<file path="src/rtl/grouper_pkg.sv">
// Shared types and helpers for the serial bit grouper.
// Optional even-parity phase is enabled with GROUPER_PARITY_EN.
package grouper_pkg;

  typedef enum logic [1:0] {
    COLLECT = 2'd0,
    HOLD    = 2'd1,
    PARITY  = 2'd2
  } state_t;

  localparam int DEFAULT_GROUP_SIZE = 8;

  function automatic int count_width(input int n);
    return $clog2(n + 1);
  endfunction

endpackage

</file>
<file path="src/rtl/serial_bit_grouper_out_reg.sv">
// One-entry valid/ready output register for assembled groups.
// Holds data, length and parity flag stable until accepted.
module grouper_out_reg
  import grouper_pkg::*;
#(
  parameter int GROUP_SIZE = DEFAULT_GROUP_SIZE,
  parameter int COUNT_W    = 6
) (
  input  logic                  clock,
  input  logic                  resetN,
  input  logic                  load,
  input  logic [GROUP_SIZE-1:0] load_data,
  input  logic [COUNT_W-1:0]    load_len,
  input  logic                  load_par,
  input  logic                  ready,
  output logic                  can_load,
  output logic                  valid,
  output logic [GROUP_SIZE-1:0] data,
  output logic [COUNT_W-1:0]    length,
  output logic                  parity
);

  assign can_load = !valid || ready;

  always_ff @(posedge clock) begin
    if (!resetN) begin
      valid  <= 1'b0;
      data   <= '0;
      length <= '0;
      parity <= 1'b0;
    end else if (load) begin
      valid  <= 1'b1;
      data   <= load_data;
      length <= load_len;
      parity <= load_par;
    end else if (ready) begin
      valid  <= 1'b0;
    end
  end

endmodule

</file>
<file path="src/rtl/serial_bit_grouper.sv">
// Serial LSB-first bit collector producing valid/ready groups.
// Optional GROUPER_PARITY_EN adds a trailing even-parity bit per group.
module serial_bit_grouper
  import grouper_pkg::*;
#(
  parameter int GROUP_SIZE = DEFAULT_GROUP_SIZE,
  parameter int COUNT_W    = 6
) (
  input  logic                  clock,
  input  logic                  resetN,
  input  logic                  bitValid,
  input  logic                  bitIn,
  output logic                  bitReady,
  input  logic                  flush,
  output logic                  groupValid,
  input  logic                  groupReady,
  output logic [GROUP_SIZE-1:0] groupData,
  output logic [COUNT_W-1:0]    groupLength,
  output logic                  overflow,
  output logic                  parityError
);

  state_t                state, state_n;
  logic [GROUP_SIZE-1:0] collect, collect_n;
  logic [COUNT_W-1:0]    bit_count, count_n;
  logic                  hold_par, hold_par_n;
  logic                  overflow_n;

  logic                  load, load_par, can_load;
  logic [GROUP_SIZE-1:0] load_data;
  logic [COUNT_W-1:0]    load_len;

  logic                  accept, complete;
  logic [GROUP_SIZE-1:0] merged;
  logic [COUNT_W-1:0]    merged_cnt;

  assign bitReady   = (state != HOLD);
  assign accept     = bitValid && bitReady;
  assign merged     = collect
                    | ({{(GROUP_SIZE-1){1'b0}}, bitIn} << bit_count);
  assign merged_cnt = bit_count + COUNT_W'(1);

  always_comb begin
    state_n    = state;
    collect_n  = collect;
    count_n    = bit_count;
    hold_par_n = hold_par;
    overflow_n = overflow || (bitValid && !bitReady);
    complete   = 1'b0;
    load       = 1'b0;
    load_data  = collect;
    load_len   = bit_count;
    load_par   = hold_par;
    unique case (state)
      COLLECT: begin
        if (accept) begin
          collect_n = merged;
          count_n   = merged_cnt;
        end
`ifdef GROUPER_PARITY_EN
        if (accept && merged_cnt == COUNT_W'(GROUP_SIZE))
          state_n = PARITY;
        else if (flush && count_n != '0)
          complete = 1'b1;
`else
        if ((accept && merged_cnt == COUNT_W'(GROUP_SIZE)) ||
            (flush && count_n != '0))
          complete = 1'b1;
`endif
      end
      PARITY: begin
        if (accept) begin
          complete   = 1'b1;
          hold_par_n = (^collect) ^ bitIn;
        end
      end
      HOLD: begin
        if (can_load) begin
          load       = 1'b1;
          collect_n  = '0;
          count_n    = '0;
          hold_par_n = 1'b0;
          state_n    = COLLECT;
        end
      end
      default: state_n = COLLECT;
    endcase
    // Completed group goes straight out if the slot frees, else parks in HOLD.
    if (complete) begin
      if (can_load) begin
        load       = 1'b1;
        load_data  = collect_n;
        load_len   = count_n;
        load_par   = hold_par_n;
        collect_n  = '0;
        count_n    = '0;
        hold_par_n = 1'b0;
        state_n    = COLLECT;
      end else begin
        state_n = HOLD;
      end
    end
  end

  always_ff @(posedge clock) begin
    if (!resetN) begin
      state     <= COLLECT;
      collect   <= '0;
      bit_count <= '0;
      hold_par  <= 1'b0;
      overflow  <= 1'b0;
    end else begin
      state     <= state_n;
      collect   <= collect_n;
      bit_count <= count_n;
      hold_par  <= hold_par_n;
      overflow  <= overflow_n;
    end
  end

  grouper_out_reg #(
    .GROUP_SIZE (GROUP_SIZE),
    .COUNT_W    (COUNT_W)
  ) u_out (
    .clock     (clock),
    .resetN    (resetN),
    .load      (load),
    .load_data (load_data),
    .load_len  (load_len),
    .load_par  (load_par),
    .ready     (groupReady),
    .can_load  (can_load),
    .valid     (groupValid),
    .data      (groupData),
    .length    (groupLength),
    .parity    (parityError)
  );

endmodule

</file>
<file path="config.mk">
export PLATFORM = sky130hd
export DESIGN_NAME = serial_bit_grouper
export DESIGN_NICKNAME = d
export VERILOG_FILES = /design/src/rtl/grouper_pkg.sv /design/src/rtl/serial_bit_grouper_out_reg.sv /design/src/rtl/serial_bit_grouper.sv
export SDC_FILE = /design/constraint.sdc
export NUM_CORES = 1
export LEC_CHECK = 0
export CAP_MARGIN = 40
export CORE_ASPECT_RATIO = 0.5
export CORE_MARGIN = 4
export CORE_UTILIZATION = 40
export CTS_BUF_LIST = sky130_fd_sc_hd__clkbuf_4
export DETAILED_ROUTE_END_ITERATION = 6
export GPL_TIMING_DRIVEN = 0
export PLACE_DENSITY_LB_ADDON = 0.1
export SLEW_MARGIN = 10
export SYNTH_ARGS = -nofsm -noshare
export SYNTH_HDL_FRONTEND = slang
export SYNTH_HIERARCHICAL = 1
export SYNTH_SLANG_ARGS = --single-unit
</file>
<file path="constraint.sdc">
create_clock -name clock -period 2.56 [get_ports clock]
set_clock_uncertainty 0.05 [all_clocks]
set_input_delay 0.64 -clock clock [delete_from_list [all_inputs] [get_ports clock]]
set_output_delay 0.64 -clock clock [all_outputs]
set_load 0.01 [all_outputs]
</file>
# After elaboration in Yosys (flattened, before gate mapping)
# Cells that the tools add are included.
# totals
reg_bits,34
input_bits,6
output_inout_bits,18
# classes
add_sub_neg,1
n_eq_ne,6
shift,1
muxes,35
bitwise,2
n_reduce_logical,15
# ops
operator,count
$mux 8,6
$mux 6,7
$pmux 8 s2,1
$mux 1,15
$pmux 6 s2,1
$or 8x8->8,1
$reduce_xor 8->1,1
$shl 1x6->8,1
$add 6x1->6 const B,1
$eq 6x4->1 const B,1
$reduce_bool 6->1,1
$logic_and 1x1->1,4
$mux 2,2
$ne 2x1->1 const B,2
$pmux 1 s2,2
$pmux 2 s2,1
$logic_or 1x1->1,3
$ne 3x3->1 const B,1
$eq 2x1->1 const B,1
$eq 2x2->1 const B,1
$logic_not 1->1,2
$logic_not 2->1,1
$reduce_and 2->1,1
$reduce_bool 2->1,1
other kinds (2),2

# Depth between registers and ports, before layout
# logic_depth
depth_word,11
depth_mapped,12
mapped_depth_nobuf,8

# Hierarchy
# The synthesis kept the hierarchy.
# by_module_without_submodules
module,instances,cells_per_inst,area_each_um2,seq_area_each_um2
serial_bit_grouper,1,184,1491.4,340.3
grouper_out_reg,1,52,616.8,320.3

# Worst setup path before layout
# Ideal clock, no wire load.
# synth_timing
path_kind,input port to flip-flop
start,in bitValid
end,reg u_out.length[0]
setup_ns,0.116
arrival_time_ns,2.500
required_time_ns,2.394
path_slack_ns,-0.106
cell_stages,11
path_buffers,4
path_cell_list,buf_2 nand3b_4 or4_4 and4_4 buf_6 a21oi_1 o21a_1 buf_6 buf_12 mux2i_1 nor2b_1
# synth_via
elab_chain_len,9
elab_cells_between_ends,14
cone_classes,9 x mux; 5 x reduce/logical
# synth_lines
item,line_no,source
start: declaration,serial_bit_grouper.sv:11,"input logic bitValid,"
$logic_and 1x1->1 (*),serial_bit_grouper.sv:38,assign accept = bitValid && bitReady;
$mux 6,serial_bit_grouper.sv:56,if (accept) begin
$mux 6,serial_bit_grouper.sv:54,unique case (state)
$reduce_bool 6->1,serial_bit_grouper.sv:67,(flush && count_n != '0))
$logic_and 1x1->1,serial_bit_grouper.sv:67,
$logic_or 1x1->1,serial_bit_grouper.sv:66,if ((accept && merged_cnt == COUNT_W'(GROUP_SIZE)) ||
$mux 1,serial_bit_grouper.sv:66,
$pmux 1 s2 (*),serial_bit_grouper.sv:54,
$mux 1 (*),serial_bit_grouper.sv:89,if (complete) begin
net load,serial_bit_grouper.sv:29,"logic load, load_par, can_load;"
end signal: assignment,serial_bit_grouper_out_reg.sv:34,length <= load_len;
end: declaration,serial_bit_grouper_out_reg.sv:19,"output logic [COUNT_W-1:0] length,"
# The timed path passes the listed nets; every way through them passes the cells marked *. The select of a mux whose other input is x is not followed.
# A chain may end at the register's enable or synchronous reset.

# Final worst setup path
# layout_timing
start,reg state[0]
end,reg u_out.length[5]
# layout_via
elab_chain_len,10
elab_cells_between_ends,20
cone_classes,3 x eq/ne; 11 x mux; 6 x reduce/logical
# layout_lines
item,line_no,source
start: declaration,serial_bit_grouper.sv:23,"state_t state, state_n;"
start signal: assignment,serial_bit_grouper.sv:113,state <= state_n;
$ne 2x1->1,serial_bit_grouper.sv:37,assign bitReady = (state != HOLD);
$logic_and 1x1->1,serial_bit_grouper.sv:38,
$mux 6,serial_bit_grouper.sv:56,
$mux 6,serial_bit_grouper.sv:54,
$reduce_bool 6->1,serial_bit_grouper.sv:67,
$logic_and 1x1->1,serial_bit_grouper.sv:67,
$logic_or 1x1->1,serial_bit_grouper.sv:66,
$mux 1,serial_bit_grouper.sv:66,
$pmux 1 s2,serial_bit_grouper.sv:54,
$mux 6 (*),serial_bit_grouper.sv:89,
net load_len[5],serial_bit_grouper.sv:31,logic [COUNT_W-1:0] load_len;
# Marked as above.

==> results.yml <==
worst_hold_path:
  hp-start: "hold_par"
  hold_path_depth: 2
  min_to: "hold_par"
  hp-class: "reg -> reg"
yosys:
  avgSynthCellArea_um2: 8.93
  synth.distinct_cells: 54
  synth_seq_area_share: 0.313
  syn-cell-area_mm2: 0.00211
  yosys_warnings: 6
  ys_async_sr_fraction: 0
  ys_seq_elements: 33
  synth-edff-count: 0
  synth_top_cells_by_area: "dfxtp_1, mux2i_1, nor2b_1, nor4b_2, nand2_1"
  synth-main-ff-cell: "dfxtp_1"
  synth.top_cell.area_share: 0.313
  yosysTopAreaCell: "dfxtp_1"
  synthCells: 236
  syn-num-nets: 244
critical_path:
  critical_path.endpoint_type: "register"
  rrSetupSlack_ns: 0.11
  r2r-end: "u_out/length[5]"
  cp_max_fo: 10
  reg2reg_depth: 8
  cp_slowest_cell: "a221oi_1"
  worst_ep_arrival_time_ns: 2.69
  crit_chain: "buf_6 -> nand3b_4 -> o21ai_0 -> o2111a_2 -> nand3_1 -> a221oi_1 -> mux2i_1 -> nor2b_1"
  crit_path_start_kind: "register"
  crit_type: "reg -> reg"
  reg2reg_from: "state[0]"
  cpPeakStageDelay_ns: 0.54
  worst_ep_required_time_ns: 2.79
  setup.worst_path.start: "state[0]"
clocking:
  clock_sinks: 33
  clkTransAtPathRegs_ns: 0.11
  cts-htree-levels: 2
  clock_latency_ns: 0.35
  clk_path_buf_depth: 2
  cts_tree: "built"
  numCtsBuffers: 5
  holdBufCountCts: 0
  clockRootBuffer: "clkbuf_4"
place:
  place_inst: 328
  post-dp-hpwl_um: 4110
  portBuffers: 22
  globalplace.congestion: 0.921
timing:
  min_period_over_period: 0.959
  finalSetupTns_ns: 0
  report.final.slew_viol_count: 0
  rsz0062_at_grt: "true"
  worst_slew_pin_slew_ns: 0.562
  hold_violations: 0
  fmax_ghz: 0.407
  min_period_ns: 2.45
  setup_viol_count_final: 0
  slew_headroom: 0.626
floorplan:
  die_x_um: 111
  die_h_um: 59.3
  start_util: 0.422
  io_pins: 24
  rows: 18
  core_area_mm2: 0.00500
  die_area_mm2: 0.00657
route:
  met1_length_um: 2790
  met3WireLength_um: 453
  wl_per_cell_um: 16.5
  drt_first_iter_violations: 117
  vias_per_cell: 5.60
  top_layer_used: "met4"
  wl_um: 5640
  drt_pass1_iterations: 5
  drc_errors: 0
  wl_met2_um: 2340
  vias: 1908
  drtAntennaViolNets: 0
power_and_ir_drop:
  p_per_area_mw_per_mm2: 432
  ir_drop_uv: 218
  p_leak_nw: 0.988
layout:
  drive_above_1_share: 0.218
  antenna_cells: 0
  fin_nets: 279
  area_delta_synth_final_pct: 23.8
  fin_cells: 341
global_routing:
  grtUsageTotal: 0.179
  grt_pass1_wl_um: 9230
  antenna_found_initial: 0
  grt_max_degree: 16
  grt_pass1_vias: 1811
  gr-total-overflow: 0
run:
  cap_violations: 0
run_status:
  status: "finished, final reports clean"
## synthesized netlist by cell type, types with 2 or more instances
cell type / count
and3_1: 2
nand2_1: 19
or4_1: 2
a31oi_1: 3
o31ai_1: 3
nand4b_1: 3
nor4b_1: 4
dfxtp_1: 33
o21ai_0: 2
a21oi_1: 14
nor3_2: 4
ha_1: 2
mux2i_1: 16
o22ai_1: 3
nor3_1: 9
buf_2: 4
buf_6: 5
a21boi_0: 2
or4_4: 2
a221oi_1: 2
o211ai_1: 2
nor2_1: 5
nand3_1: 10
a31o_2: 3
nor4_1: 4
nor2b_1: 18
nand4_1: 3
or3_1: 2
nand2b_1: 4
inv_1: 7
nand3b_1: 4
a21o_1: 6
clkbuf_1: 8
nor4b_2: 6
## metal layers
metal / track usage / up-vias
met5: 0 / -
met4: 0.0509 / 0
met3: 0.0438 / 6
met2: 0.270 / 60
met1: 0.256 / 891
li1: - / 951
## stage by stage
step	utilization	worst slack (ns)	hold slack [ns]	cell area, µm²	power (W)
floorplan	-	0.0186	0.370	2120	0.000668
global placement	0.485	-0.575	0.388	2430	0.000718
detailed placement	0.485	-0.644	0.382	2430	0.000721
CTS	0.502	0.0405	0.404	2510	0.00112
global route	0.522	-0.0173	0.421	2610	0.00118
finish	0.522	0.106	0.400	2610	0.00113
## cells in the final DEF, fill, tap and decap left out, drive strengths merged, types with 4 or more instances in the layout
cell type and count:
a21o 6, a21oi 15, a31oi 4, buf 19
clkbuf 12, clkdlybuf4s50 22, dfxtp 33, inv 7
mux2i 16, nand2 20, nand2b 4, nand3 10
nand3b 5, nor2 5, nor2b 18, nor3 13
nor4 4, nor4b 10, o31ai 4, or4 4
## power breakdown
group / total (W) / leakage, nW / internal, W / switching [W]
registers: 0.000530 / 0.269 / 0.000522 / 0.00000824
clock network: 0.000388 / 0.0410 / 0.000199 / 0.000190
logic: 0.000209 / 0.678 / 0.0000967 / 0.000112
## timing repair
item,CTS,global route
setup buffers,0,6
endpoints found under the setup margin,16,10
gates resized for setup,7,10
pin swaps,0,2
gates cloned,0,1
## registers in the layout, indices dropped and copies added (netlist names)
name          count
bit_count         6
u_out/valid       1
hold_par          1
u_out/length      6
collect           8
u_out/data        8
u_out/parity      1
state             1
overflow          1
## layout make-up
| cell class | instances | area (µm²) |
|---|---|---|
| Fill cell | 490 | 2390 |
| Multi-Input combinational cell | 176 | 1320 |
| Sequential cell | 33 | 668 |
| Timing Repair Buffer | 29 | 290 |
| Buffer | 19 | 145 |
| Tap cell | 70 | 87.6 |
| Clock buffer | 5 | 37.5 |
| Clock inverter | 2 | 35.0 |
| Inverter | 7 | 26.3 |
## logic make-up (layout without fill, tap and decap cells)
| kind of cell | count (synthesis) | after routing | synth area share |
|---|---|---|---|
| muxes | 16 | 16 | 0.0760 |
| buffers and inverters | 27 | 62 | 0.0777 |
| adders and majority gates | 2 | 2 | 0.0119 |
| and+or+nand+nor | 105 | 105 | 0.331 |
| AOI/OAI and AO/OA | 51 | 51 | 0.182 |
| xor gates and xnor gates | 2 | 2 | 0.00831 |
| DFF | 33 | 33 | 0.313 |
## critical path, delay by kind of cell, from the launching register on
| family | cells | cell delay, ns |
|---|---|---|
| simple gates | 3 | 0.41 |
| flops | 1 | 0.35 |
| compound gates | 3 | 1.29 |
| buf+inv | 1 | 0.14 |
| mux | 1 | 0.15 |
## worst max-delay path by stage
stage	end	slack, ns
after global routing	u_out/length[3]	-0.02
after detailed placement	u_out/length[1]	-0.64
after CTS	u_out/data[1]	0.04
final	u_out/length[5]	0.11
after global placement	u_out/length[1]	-0.58
after floorplan	u_out/length[0]	0.02
Power figures use the tool's default switching activity.
